$ cat config.mk
export PLATFORM = sky130hd
export DESIGN_NAME = calc_seq_ctrl
export DESIGN_NICKNAME = d
export VERILOG_FILES = /design/src/rtl/calc_seq_ctrl.sv
export SDC_FILE = /design/constraint.sdc
export NUM_CORES = 1
export LEC_CHECK = 0
export CORE_ASPECT_RATIO = 2
export CORE_MARGIN = 5
export CORE_UTILIZATION = 54
export DETAILED_ROUTE_END_ITERATION = 8
export PLACE_DENSITY = 0.81
export SYNTH_ARGS = -nofsm -noshare
export SYNTH_HDL_FRONTEND = slang
export SYNTH_SLANG_ARGS = --single-unit
$ cat constraint.sdc
create_clock -name clk_in -period 2.83 [get_ports clk_in]
set_input_delay 0.283 -clock clk_in [delete_from_list [all_inputs] [get_ports clk_in]]
set_output_delay 0.283 -clock clk_in [all_outputs]
set_load 0.01 [all_outputs]
$ cat src/rtl/calc_seq_ctrl.sv
`default_nettype none
// +--------------------------------------------------------------------------+
// | Module   : calc_seq_ctrl                                                 |
// | Desc.    : Button-stepped operand/operation sequencer for a calculator   |
// |            datapath, with press debounce and a two-digit display scan.   |
// | Revision : 1.0                                                           |
// +--------------------------------------------------------------------------+
module calc_seq_ctrl #(
  parameter int DEB_CYCLES = 4,
  parameter int SCAN_DIV   = 100
) (
  input  logic       clk_in,
  input  logic       rst_n,
  input  logic [3:0] sw,
  input  logic       op_sw,
  input  logic       btn,
  input  logic       clr,
  input  logic [3:0] res_in,
  input  logic       cy_in,
  output logic [3:0] opa,
  output logic [3:0] opb,
  output logic       op_q,
  output logic [4:0] res_q,
  output logic       res_valid,
  output logic [1:0] state,
  output logic [1:0] disp_src,
  output logic       scan_sel,
  output logic       dis0,
  output logic       dis1
);

  typedef enum logic [1:0] {
    S_A    = 2'd0,
    S_B    = 2'd1,
    S_EXEC = 2'd2,
    S_SHOW = 2'd3
  } state_t;

  localparam logic [7:0]  c_deb_last  = 8'(DEB_CYCLES - 1);
  localparam logic [15:0] c_scan_last = 16'(SCAN_DIV - 1);

  localparam logic [1:0] c_src_sw  = 2'd0;
  localparam logic [1:0] c_src_opa = 2'd1;
  localparam logic [1:0] c_src_res = 2'd2;

  logic [7:0]  r_deb_cnt;
  logic        r_fired;
  logic        w_press;
  logic [15:0] r_scan_cnt;
  logic        r_scan_sel;
  state_t      r_state;
  logic [3:0]  r_opa;
  logic [3:0]  r_opb;
  logic        r_op_q;
  logic [4:0]  r_res_q;
  logic        r_res_valid;
  logic [1:0]  r_disp_src;

  // One pulse per high stretch: r_fired blocks repeats until btn drops.
  assign w_press = btn && !r_fired && (r_deb_cnt >= c_deb_last);

  always_ff @(posedge clk_in or negedge rst_n) begin
    if (!rst_n) begin
      r_deb_cnt <= 8'd0;
      r_fired   <= 1'b0;
    end else if (!btn) begin
      r_deb_cnt <= 8'd0;
      r_fired   <= 1'b0;
    end else begin
      if (r_deb_cnt != 8'hFF) begin
        r_deb_cnt <= r_deb_cnt + 8'd1;
      end
      if (w_press) begin
        r_fired <= 1'b1;
      end
    end
  end

  always_ff @(posedge clk_in or negedge rst_n) begin
    if (!rst_n) begin
      r_scan_cnt <= 16'd0;
      r_scan_sel <= 1'b0;
    end else if (r_scan_cnt == c_scan_last) begin
      r_scan_cnt <= 16'd0;
      r_scan_sel <= ~r_scan_sel;
    end else begin
      r_scan_cnt <= r_scan_cnt + 16'd1;
    end
  end

  always_ff @(posedge clk_in or negedge rst_n) begin
    if (!rst_n) begin
      r_state     <= S_A;
      r_opa       <= 4'd0;
      r_opb       <= 4'd0;
      r_op_q      <= 1'b0;
      r_res_q     <= 5'd0;
      r_res_valid <= 1'b0;
      r_disp_src  <= c_src_sw;
    end else if (clr) begin
      r_state     <= S_A;
      r_opa       <= 4'd0;
      r_opb       <= 4'd0;
      r_op_q      <= 1'b0;
      r_res_q     <= 5'd0;
      r_res_valid <= 1'b0;
      r_disp_src  <= c_src_sw;
    end else begin
      case (r_state)
        S_A: begin
          if (w_press) begin
            r_opa      <= sw;
            r_state    <= S_B;
            r_disp_src <= c_src_opa;
          end
        end
        S_B: begin
          if (w_press) begin
            r_opb      <= sw;
            r_op_q     <= op_sw;
            r_state    <= S_EXEC;
            r_disp_src <= c_src_opa;
          end
        end
        S_EXEC: begin
          // Datapath has settled on the operands latched at the previous edge.
          r_res_q     <= {cy_in, res_in};
          r_res_valid <= 1'b1;
          r_state     <= S_SHOW;
          r_disp_src  <= c_src_res;
        end
        default: begin
          if (w_press) begin
            r_res_valid <= 1'b0;
            r_state     <= S_A;
            r_disp_src  <= c_src_sw;
          end
        end
      endcase
    end
  end

  assign opa       = r_opa;
  assign opb       = r_opb;
  assign op_q      = r_op_q;
  assign res_q     = r_res_q;
  assign res_valid = r_res_valid;
  assign state     = r_state;
  assign disp_src  = r_disp_src;
  assign scan_sel  = r_scan_sel;
  assign dis0      = r_scan_sel;
  assign dis1      = ~r_scan_sel;

endmodule
`default_nettype wire

# Word-level counts from Yosys, hierarchy flattened
# Cells that the tools add are included.
[word_totals]
n_memories = 0
out_inout_bits = 22
latch_bits = 0
register_bits = 45
romBits = 0
mem_bits_rw = 0
input_bits = 14
[classes]
n_addsub = 2
multipliers = 0
bitwise_logic = 1
n_div = 0
magnitude_cmp = 1
shifts = 0
n_reduce_logical = 15
n_mux = 25
n_eq_ne = 10
[ops]
columns = ["op", "n"]
rows = [
  ["$mux 4", 5],
  ["$add 16x1->16 const B", 1],
  ["$eq 16x7->1 const B", 1],
  ["$mux 16", 1],
  ["$mux 8", 2],
  ["$mux 2", 5],
  ["$mux 5", 2],
  ["$add 8x1->8 const B", 1],
  ["$ge 8x2->1 const B", 1],
  ["$ne 8x8->1 const B", 1],
  ["$reduce_and 2->1", 4],
  ["$reduce_bool 2->1", 4],
  ["$mux 1", 7],
  ["$ne 2x1->1 const B", 3],
  ["$ne 3x3->1 const B", 2],
  ["$pmux 2 s3", 1],
  ["$pmux 2 s2", 1],
  ["$ne 3x1->1 const B", 1],
  ["$reduce_and 3->1", 1],
  ["$reduce_bool 3->1", 1],
  ["$eq 2x1->1 const B", 1],
  ["$eq 2x2->1 const B", 1],
  ["$logic_and 1x1->1", 2],
  ["$logic_not 2->1", 1],
  ["4 further kinds", 4],
]

# Logic depth before layout (Yosys ltp)
# Gate-level depths: netlist of run 1.
[depth]
depth_word = 6
ltp_mapped = 6
mapped_depth_nobuf = 6

# Least setup slack after synthesis of run 1
# OpenSTA, ideal clock, no wires.
[synth_path]
path_type = "register to register"
from = "register r_deb_cnt[0]"
to = "register r_opb[0] (netlist: opb[0])"
synth_period_minus_slack_ns = 1.566
arrival_time_ns = 1.435
path_slack_ns = 1.264
setup_time_ns = 0.132
path_stages_with_launch = 6
required_time_ns = 2.698
n_path_buf = 0
cell_sequence = "dfrtp_1 -> ha_1 -> nor4_2 -> a211oi_2 -> mux2i_1 -> nor2_1"
[synth_between]
elab_chain_len = 4
[synth_lines]
columns = ["element", "line", "source"]
rows = [
  ["start: declaration", "46", "logic [7:0] r_deb_cnt;"],
  ["start signal: assignment", "71", "r_deb_cnt <= r_deb_cnt + 8'd1;"],
  ["$ge 8x2->1", "60", "assign w_press = btn && !r_fired && (r_deb_cnt >= c_deb_last);"],
  ["$logic_and 1x1->1", "60", ""],
  ["$reduce_bool 2->1 (no source line)", "-", ""],
  ["$reduce_and 2->1 (no source line)", "-", ""],
  ["end signal: assignment", "119", "r_opb <= sw;"],
  ["end: declaration", "53", "logic [3:0] r_opb;"],
]
# Every way passes these cells.
# A chain may end at the register's enable or synchronous reset.

# Worst setup path after layout of run 1
[layout_path]
from = "input port btn"
to = "register r_op_q (netlist: op_q)"
[layout_between]
elab_chain_len = 4
[layout_lines]
columns = ["element", "line", "source"]
rows = [
  ["start: declaration", "16", "input logic btn,"],
  ["$logic_and 1x1->1 (2 in series)", "60", ""],
  ["$reduce_bool 2->1 (no source line)", "-", ""],
  ["$reduce_and 2->1 (no source line)", "-", ""],
  ["end signal: assignment", "120", "r_op_q <= op_sw;"],
  ["end: declaration", "54", "logic r_op_q;"],
]
# Every way passes these cells.

==> impl_metrics.csv, run 1 <==
group,metric,value,unit
timing,max_freq,0.5493,GHz
global_routing,grtUsageMet1,20.54,%
detailed_routing,routed_wl,4325,um
worst_setup_path,worstPathRequired,2.99,ns
worst_setup_path,cp-end-kind,"flop",
floorplan,die-area,5319,sq um
timing,finalMaxSlewViolations,0,
global_routing,grt_max_degree,46,
worst_setup_path,crit_start,"btn",
clock_tree,insertion_delay,0.30,ns
global_routing,grt-ovfl-total,0,
yosys,netlist_area,2103,sq um
floorplan,dieWidth,54.13,um
timing,final_hold_viol_count,0,
place,numPortBuffers,35,
worst_setup_path,critPathLaunchType,"input port",
yosys,ys_seq_area_share,53.54,%
clock_tree,cts-buffers-inserted,5,
final_layout,finalNonFillerCells,289,
final_layout,antenna_cells,0,
clock_tree,cts_setup_buffers,0,
clock_tree,hold_buffers,0,
clock_tree,cts_tree,"built",
place,dp_hpwl,3245,um
detailed_routing,wl_per_cell,14.97,um
worst_setup_path,path_class,"input port to flop",
yosys,synth_most_common_cell,"dfrtp_1",
timing,fin_skew,0.01014,ns
yosys,synthTopCellsByArea,"dfrtp_1, mux2i_1, nor2_1",
final_layout,area_growth,22.01,%
yosys,synth-async-reset-ratio,100.0,%
timing,holdWs,0.1405,ns
place,routabilityCongestion,0.8025,
floorplan,coreArea,3804,sq um
yosys,synth_nets,223,
worst_setup_path,crit_path_max_fanout,10,
global_routing,antenna_found_initial,0,
timing,layout_min_cycle_time,1.820,ns
clock_tree,clk_pin_slew_worst_paths,0.08,ns
worst_setup_path,r2r-start,"r_deb_cnt[0]$_DFFE_PN0P_",
global_routing,grt_pass1_wl,7417,um
yosys,synth_cell_types,33,
global_routing,use_met3,4.122,%
pwr,p_total,1146,uW
yosys,synth_seq_cells,45,
outcome,run_status,"finished clean",
clock_tree,htreeDepth,2,
pwr,peakVddDrop,0.4345,mV
global_routing,grt_pass1_vias,1600,
detailed_routing,drtPass1Iterations,4,
yosys,synthTopCellsByCount,"dfrtp_1, nor2_1, mux2i_1, nand2_1, inv_1",
yosys,yosys.area.top_type,"dfrtp_1",
detailed_routing,ant_nets,0,
global_routing,met2_usage,32.41,%
yosys,syn_avg_cell_area,10.36,sq um
yosys,netlist.area_leader.share,53.54,%
timing,min_period_over_period,64.32,%
timing,rsz0062_at_grt,"no",
timing,maxSlewHeadroom,35.21,%
timing,worst_pin_slew,0.9718,ns
flow_run,max-cap-violations,0,
worst_setup_path,worst_ep_arrival_time,1.98,ns
yosys,synth-warning-count,0,
pwr,leakage,0.001110,uW
detailed_routing,drc,0,
clock_tree,ctsResizeCount,0,
detailed_routing,drt_iter0_drc,25,
yosys,synth_edf_count,0,
clock_tree,clk_path_buf_depth,2,
floorplan,fp-row-count,32,
detailed_routing,vias,1591,
detailed_routing,vias_per_cell,5.505,
clock_tree,clock-root-buffer,"clkbuf_8",
clock_tree,cts.sinks,45,
timing,setup_viol,0,
global_routing,track_usage,18.85,%
floorplan,die_h,98.26,um
pwr,powerDensity,446.5,nW/um^2
yosys,synthFlopType,"dfrtp_1",
final_layout,drive_gt1_share,4.202,%
yosys,syn_inst,203,
hold_path,hold_class,"input port to asynchronous set/reset pin",
floorplan,io_pins,36,
timing,tns,0,ns
floorplan,initial_core_util,55.30,%
global_routing,busiest_layer,"met2",
final_layout,nNetsFinal,258,
place,place_inst,282,
sequential cells by signal, indices dropped and copies added, names as in the netlist:
| name | flops |
|---|---|
| r_deb_cnt | 8 |
| r_fired | 1 |
| res_q | 5 |
| r_scan_cnt | 16 |
| opa | 4 |
| opb | 4 |
| dis0 | 1 |
| op_q | 1 |
| state | 2 |
| res_valid | 1 |
| disp_src | 2 |
where the power goes:
| part | total, uW | internal [uW] | leakage (uW) | switching, uW |
|---|---|---|---|---|
| Clock | 401 | 194 | 0.0000443 | 208 |
| Sequential | 659 | 652 | 0.000611 | 7.30 |
| Combinational | 85.3 | 37.8 | 0.000455 | 47.5 |
| Total | 1150 | 883 | 0.00111 | 262 |
routing by layer:
layer  vias up  wire length (um)
li1        762                 -
met1       789              1537
met2        33              2478
met3         7               197
met4         0               112
met5         -                 0
kinds of logic after synthesis:
logic type	share of synthesized area (%)
mux	7.138
fa+ha+maj	3.569
xor+xnor	6.663
compound gates	6.841
simple gates	18.74
buf+inv	3.510
flops	53.54
metrics by stage:
stage,instance area [sq um],setup WS [ns],util [%]
floorplan,2103,1.264,-
global placement,2480,0.7532,65.20
detailed placement,2480,0.6944,65.20
CTS,2566,1.014,67.47
global route,2566,0.8471,67.47
finish,2566,1.010,67.47
placed cells by master (no fill, tap or decap), types with 4 or more instances in the layout:
| cell | count |
|---|---|
| nor3_1 | 9 |
| nand2_1 | 15 |
| clkbuf_8 | 6 |
| xor2_1 | 8 |
| o21ai_0 | 8 |
| and3_1 | 5 |
| dfrtp_1 | 45 |
| nand4_1 | 4 |
| nor2_1 | 26 |
| clkdlybuf4s50_1 | 34 |
| xnor2_1 | 8 |
| nand3_1 | 7 |
| ha_1 | 6 |
| inv_1 | 11 |
| a21oi_1 | 7 |
| mux2i_1 | 15 |
final cells by class:
class	count	area (sq um)
clock buffer	7	86.33
timing repair buffer	35	345.3
inverter	11	41.29
multi-input combinational	140	903.4
fill	310	1237
sequential	45	1126
tap	51	63.81
final timing paths:
| kind | end | slack [ns] | cells after the start |
|---|---|---|---|
| worst max-delay path | op_q$_DFFE_PN0P_ | 1.01 | 5 |
| worst min-delay path | r_deb_cnt[3]$_DFFE_PN0P_ | 0.14 | 1 |
| worst max register to register | op_q$_DFFE_PN0P_ | 1.04 | 5 |
| worst min register to register | r_scan_cnt[15]$_DFF_PN0_ | 0.48 | 1 |
| max in group asynchronous | r_scan_cnt[10]$_DFF_PN0_ | 2.09 | 1 |
| min in group clk_in | r_scan_cnt[15]$_DFF_PN0_ | 0.48 | 1 |
critical path, cell delays in order:
cell and delay (ns):
clkdlybuf4s50_1 0.66, nand2b_1 0.18, a211oi_2 0.55, mux2i_1 0.25, nor2_1 0.06
Note: power is estimated with default switching activity, not from simulation.
==> inputs of run 2 (changes only) <==
--- a/config.mk
+++ b/config.mk
@@ -7,9 +7,9 @@
 export LEC_CHECK = 0
 export CORE_ASPECT_RATIO = 2
 export CORE_MARGIN = 5
-export CORE_UTILIZATION = 54
+export CORE_UTILIZATION = 47
 export DETAILED_ROUTE_END_ITERATION = 8
-export PLACE_DENSITY = 0.81
+export PLACE_DENSITY = 0.75
 export SYNTH_ARGS = -nofsm -noshare
 export SYNTH_HDL_FRONTEND = slang
 export SYNTH_SLANG_ARGS = --single-unit
==> constraint.sdc (replaced) <==
create_clock -name clk_in -period 1.55 [get_ports clk_in]
set_input_delay 0.155 -clock clk_in [delete_from_list [all_inputs] [get_ports clk_in]]
set_output_delay 0.155 -clock clk_in [all_outputs]
set_load 0.01 [all_outputs]
==> impl_metrics.csv, run 2 (same netlist as run 1, synthesis figures left out) <==
group,metric,value,unit
timing,setup_viol,0,
worst_setup_path,critPathLaunchType,"flop",
floorplan,die-area,5994,sq um
clock_tree,clk_pin_slew_worst_paths,0.09,ns
final_layout,area_growth,39.44,%
place,routabilityCongestion,0.8205,
hold_path,hold_class,"input port to asynchronous set/reset pin",
worst_setup_path,worstPathRequired,1.74,ns
clock_tree,cts_tree,"built",
timing,holdWs,0.2515,ns
final_layout,stdcell_area,2933,sq um
place,numPortBuffers,35,
final_layout,largest_reg_flops,16,
floorplan,fp-row-count,34,
floorplan,io_pins,36,
global_routing,grt_pass1_wl,8921,um
place,place_area,2730,sq um
clock_tree,cts-buffers-inserted,5,
global_routing,grt_max_degree,25,
detailed_routing,routed_wl,5091,um
clock_tree,cts.sinks,45,
clock_tree,clock-root-buffer,"clkbuf_8",
final_layout,fillers,362,
floorplan,die_h,104.6,um
timing,max_freq,0.6585,GHz
pwr,leakage,0.001315,uW
detailed_routing,ant_nets,0,
final_layout,finalNonFillerCells,325,
pwr,powerDensity,794.6,nW/um^2
final_layout,seqCellArea,1126,sq um
place,place_inst,315,
final_layout,final_common_cell,"dfrtp_1",
timing,layout_min_cycle_time,1.519,ns
final_layout,drive_gt1_share,20.66,%
timing,finalMaxSlewViolations,0,
detailed_routing,drt_iter0_drc,30,
timing,maxSlewHeadroom,80.18,%
floorplan,dieWidth,57.30,um
worst_setup_path,cp-end-kind,"flop",
final_layout,antenna_cells,0,
final_layout,top_register,"r_scan_cnt",
final_layout,nNetsFinal,290,
timing,rsz0062_at_grt,"yes",
global_routing,grt-ovfl-total,0,
detailed_routing,vias_per_cell,5.378,
flow_run,max-cap-violations,0,
detailed_routing,vias,1748,
final_layout,layout_common_cells,"dfrtp_1, clkdlybuf4s50_1, buf_4, nor2_1",
clock_tree,htreeDepth,2,
detailed_routing,wl_per_cell,15.66,um
pwr,peakVddDrop,0.6691,mV
detailed_routing,drc,0,
outcome,run_status,"finished clean",
detailed_routing,drtPass1Iterations,4,
place,dp_hpwl,3862,um
global_routing,grt_pass1_vias,1901,
timing,fin_skew,0.009853,ns
global_routing,antenna_found_initial,0,
worst_setup_path,path_class,"flop to flop",
clock_tree,insertion_delay,0.30,ns
clock_tree,clk_path_buf_depth,2,
timing,min_period_over_period,97.97,%
worst_setup_path,worst_ep_arrival_time,1.71,ns
floorplan,initial_core_util,48.47,%
worst_setup_path,crit_path_max_fanout,4,
timing,worst_pin_slew,0.2946,ns
final_layout,multi_input_area,974.7,sq um
global_routing,track_usage,19.25,%
timing,final_hold_viol_count,0,
floorplan,coreArea,4339,sq um
## run 2: final cells by class
type,count,area share (%)
well taps,54,2.304
multi-input cells,140,33.23
inverters,11,1.408
clock buffers,7,2.944
flip-flops and latches,45,38.40
clock inverters,1,1.024
repair buffers,67,20.69
## run 2: per-stage QoR
| stage | total power [uW] | TNS, ns | util (%) | setup WS (ns) |
|---|---|---|---|---|
| floorplan | 1296 | 0 | - | 0.02951 |
| global placement | 1426 | -0.2955 | 62.92 | -0.03265 |
| detailed placement | 1429 | -0.5462 | 62.92 | -0.08397 |
| CTS | 2347 | 0 | 66.18 | 0.01226 |
| global route | 2444 | -0.4387 | 67.59 | -0.04496 |
| finish | 2330 | 0 | 67.59 | 0.03145 |
## run 2: metal layers
metal / up-vias / global-route usage, % / part of all wire, %
met5: - / 0 / 0
met4: 0 / 8.955 / 3.5
met3: 16 / 3.951 / 3.4
met2: 50 / 34.78 / 58
met1: 852 / 20.70 / 35
li1: 830 / - / -
## run 2: power breakdown
group	switching, uW	internal [uW]
Combinational	108	113
Clock	379	526
Sequential	14.6	1190
Total	502	1830
## run 2: worst paths after layout
check                                              start  depth (start not counted)  slack, ns                        to
worst max-delay path                state[0]$_DFFE_PN0P_                          7       0.03        opa[1]$_DFFE_PN0P_
worst min-delay path                               rst_n                          2       0.25  r_deb_cnt[7]$_DFFE_PN0P_
worst max register to register      state[0]$_DFFE_PN0P_                          7       0.03        opa[1]$_DFFE_PN0P_
worst min register to register  r_scan_cnt[15]$_DFF_PN0_                          1       0.50  r_scan_cnt[15]$_DFF_PN0_
max in group asynchronous                          rst_n                          3       0.83      res_q[1]$_DFFE_PN0P_
min in group clk_in                            res_in[0]                          3       0.48      res_q[0]$_DFFE_PN0P_
## run 2: timing repair
item / 4_1_cts / 5_1_grt
endpoints found under the hold margin: 17 / 0
endpoints found under the setup margin: 2 / 30
hold buffers: 1 / 0
buffers inserted: 0 / 2
pin swaps: 2 / 6
resized for setup: 3 / 21
## run 2: worst max-delay path: stages (launching register included)
cell      delay (ns)
dfrtp_1         0.42
inv_1           0.12
ha_2            0.22
inv_1           0.06
a211oi_2        0.13
buf_4           0.18
mux2i_2         0.23
nor2_1          0.05
==> inputs of run 3 (changes only) <==
--- a/config.mk
+++ b/config.mk
@@ -10,6 +10,7 @@
 export CORE_UTILIZATION = 47
 export DETAILED_ROUTE_END_ITERATION = 8
 export PLACE_DENSITY = 0.75
+export SKIP_CTS_REPAIR_TIMING = 1
 export SYNTH_ARGS = -nofsm -noshare
 export SYNTH_HDL_FRONTEND = slang
 export SYNTH_SLANG_ARGS = --single-unit
==> impl_metrics.csv, run 3 (same netlist as run 1, synthesis figures left out) <==
group,metric,value,unit
outcome,run_status,"finished clean",
final_layout,drive_gt1_share,22.14,%
worst_setup_path,cp-end-kind,"flop",
final_layout,stdcell_area,2952,sq um
final_layout,finalNonFillerCells,325,
clock_tree,htreeDepth,2,
place,dp_hpwl,3862,um
detailed_routing,vias_per_cell,5.406,
place,routabilityCongestion,0.8205,
timing,finalMaxSlewViolations,0,
timing,holdWs,0.2528,ns
clock_tree,clk_pin_slew_worst_paths,0.09,ns
clock_tree,insertion_delay,0.30,ns
floorplan,die_h,104.6,um
detailed_routing,drc,0,
final_layout,top_register,"r_scan_cnt",
detailed_routing,drtPass1Iterations,4,
global_routing,grt-ovfl-total,0,
detailed_routing,ant_nets,0,
floorplan,dieWidth,57.30,um
floorplan,coreArea,4339,sq um
floorplan,initial_core_util,48.47,%
place,post-place-ws,-0.08397,ns
final_layout,area_growth,40.33,%
flow_run,max-cap-violations,0,
final_layout,fillers,360,
detailed_routing,vias,1757,
timing,fin_skew,0.01061,ns
final_layout,layout_common_cells,"dfrtp_1, clkdlybuf4s50_1, buf_4, nor2_1",
pwr,peakVddDrop,0.6708,mV
timing,layout_min_cycle_time,1.518,ns
clock_tree,clock-root-buffer,"clkbuf_8",
place,place_area,2730,sq um
pwr,p_total,2336,uW
clock_tree,cts_tree,"built",
pwr,p_sw_share,21.72,%
place,place_inst,315,
global_routing,grt_pass1_wl,8776,um
final_layout,antenna_cells,0,
pwr,seq_power_share,51.5,%
pwr,power_frac_clock,38.9,%
clock_tree,cts-buffers-inserted,5,
timing,rsz0062_at_grt,"yes",
timing,setup_slack,0.03197,ns
worst_setup_path,worst_ep_arrival_time,1.71,ns
detailed_routing,drt_iter0_drc,43,
timing,final_hold_viol_count,0,
pwr,powerDensity,791.4,nW/um^2
hold_path,hold_class,"input port to asynchronous set/reset pin",
floorplan,die-area,5994,sq um
timing,min_period_over_period,97.94,%
worst_setup_path,crit_start,"state[0]$_DFFE_PN0P_",
pwr,power.switching,507.4,uW
detailed_routing,wl_per_cell,16.00,um
place,numPortBuffers,35,
worst_setup_path,r2r-start,"state[0]$_DFFE_PN0P_",
pwr,leakage,0.001315,uW
global_routing,track_usage,18.95,%
floorplan,io_pins,36,
final_layout,nNetsFinal,290,
final_layout,largest_reg_flops,16,
clock_tree,clk_path_buf_depth,2,
pwr,p_int,1828,uW
global_routing,antenna_found_initial,0,
timing,worst_pin_slew,0.2968,ns
worst_setup_path,path_class,"flop to flop",
pwr,pwr-share-comb,9.6,%
global_routing,grt_pass1_vias,1885,
final_layout,final_common_cell,"dfrtp_1",
timing,max_freq,0.6588,GHz
detailed_routing,routed_wl,5199,um
floorplan,fp-row-count,34,
timing,setup_viol,0,
worst_setup_path,worstPathRequired,1.74,ns
timing,maxSlewHeadroom,80.03,%
worst_setup_path,crit_path_max_fanout,4,
worst_setup_path,critPathLaunchType,"flop",
clock_tree,cts.sinks,45,
global_routing,grt_max_degree,25,
==> run 3: cell counts in the layout (fill, tap and decap cells not counted) <==
No cell type changed its count.
==> run 3: power groups by stage <==
stage | Clock (uW) | Combinational (uW) | Sequential, uW
floorplan | 0 | 67.8 | 1230
global placement | 0 | 202 | 1220
detailed placement | 0 | 205 | 1220
CTS | 935 | 207 | 1200
global route | 988 | 244 | 1210
finish | 909 | 223 | 1200
==> run 3: critical path, cell delays in order (launching register included) <==
cell      delay [ns]
dfrtp_1         0.42
inv_1           0.12
ha_2            0.22
inv_1           0.06
a211oi_2        0.13
buf_4           0.18
mux2i_2         0.23
nor2_1          0.05
==> run 3: cell type report <==
| cell class | instances | area, sq um | share of cell area, % |
|---|---|---|---|
| repair buffers | 67 | 610.6 | 20.69 |
| flip-flops and latches | 45 | 1127 | 38.19 |
| multi-input cells | 140 | 988.4 | 33.49 |
| clock buffers | 7 | 86.33 | 2.925 |
| well taps | 54 | 67.56 | 2.289 |
| clock inverters | 1 | 30.03 | 1.017 |
| inverters | 11 | 41.29 | 1.399 |
==> run 3: path summary, 6_finish.rpt <==
path	to	slack, ns	cells past startpoint
max in group asynchronous	res_q[1]$_DFFE_PN0P_	0.83	3
worst max-delay path	opa[1]$_DFFE_PN0P_	0.03	7
worst min register to register	r_scan_cnt[4]$_DFF_PN0_	0.50	1
worst max register to register	opa[1]$_DFFE_PN0P_	0.03	7
min in group clk_in	res_q[0]$_DFFE_PN0P_	0.48	3
worst min-delay path	r_deb_cnt[7]$_DFFE_PN0P_	0.25	2
==> run 3: per-layer routing <==
metal  GRT usage [%]  vias up  part of all wire, %
li1                -      829                    -
met1           20.45      859                   34
met2           33.96       53                   58
met3           3.827       16                  3.7
met4           9.287        0                  3.7
met5               0        -                    0
==> run 3: per-stage QoR <==
| step | util, % | TNS [ns] |
|---|---|---|
| finish | 68.02 | 0 |
| global route | 68.02 | -0.6034 |
| CTS | 65.60 | -0.06066 |
| detailed placement | 62.92 | -0.5462 |
| global placement | 62.92 | -0.2955 |
| floorplan | - | 0 |
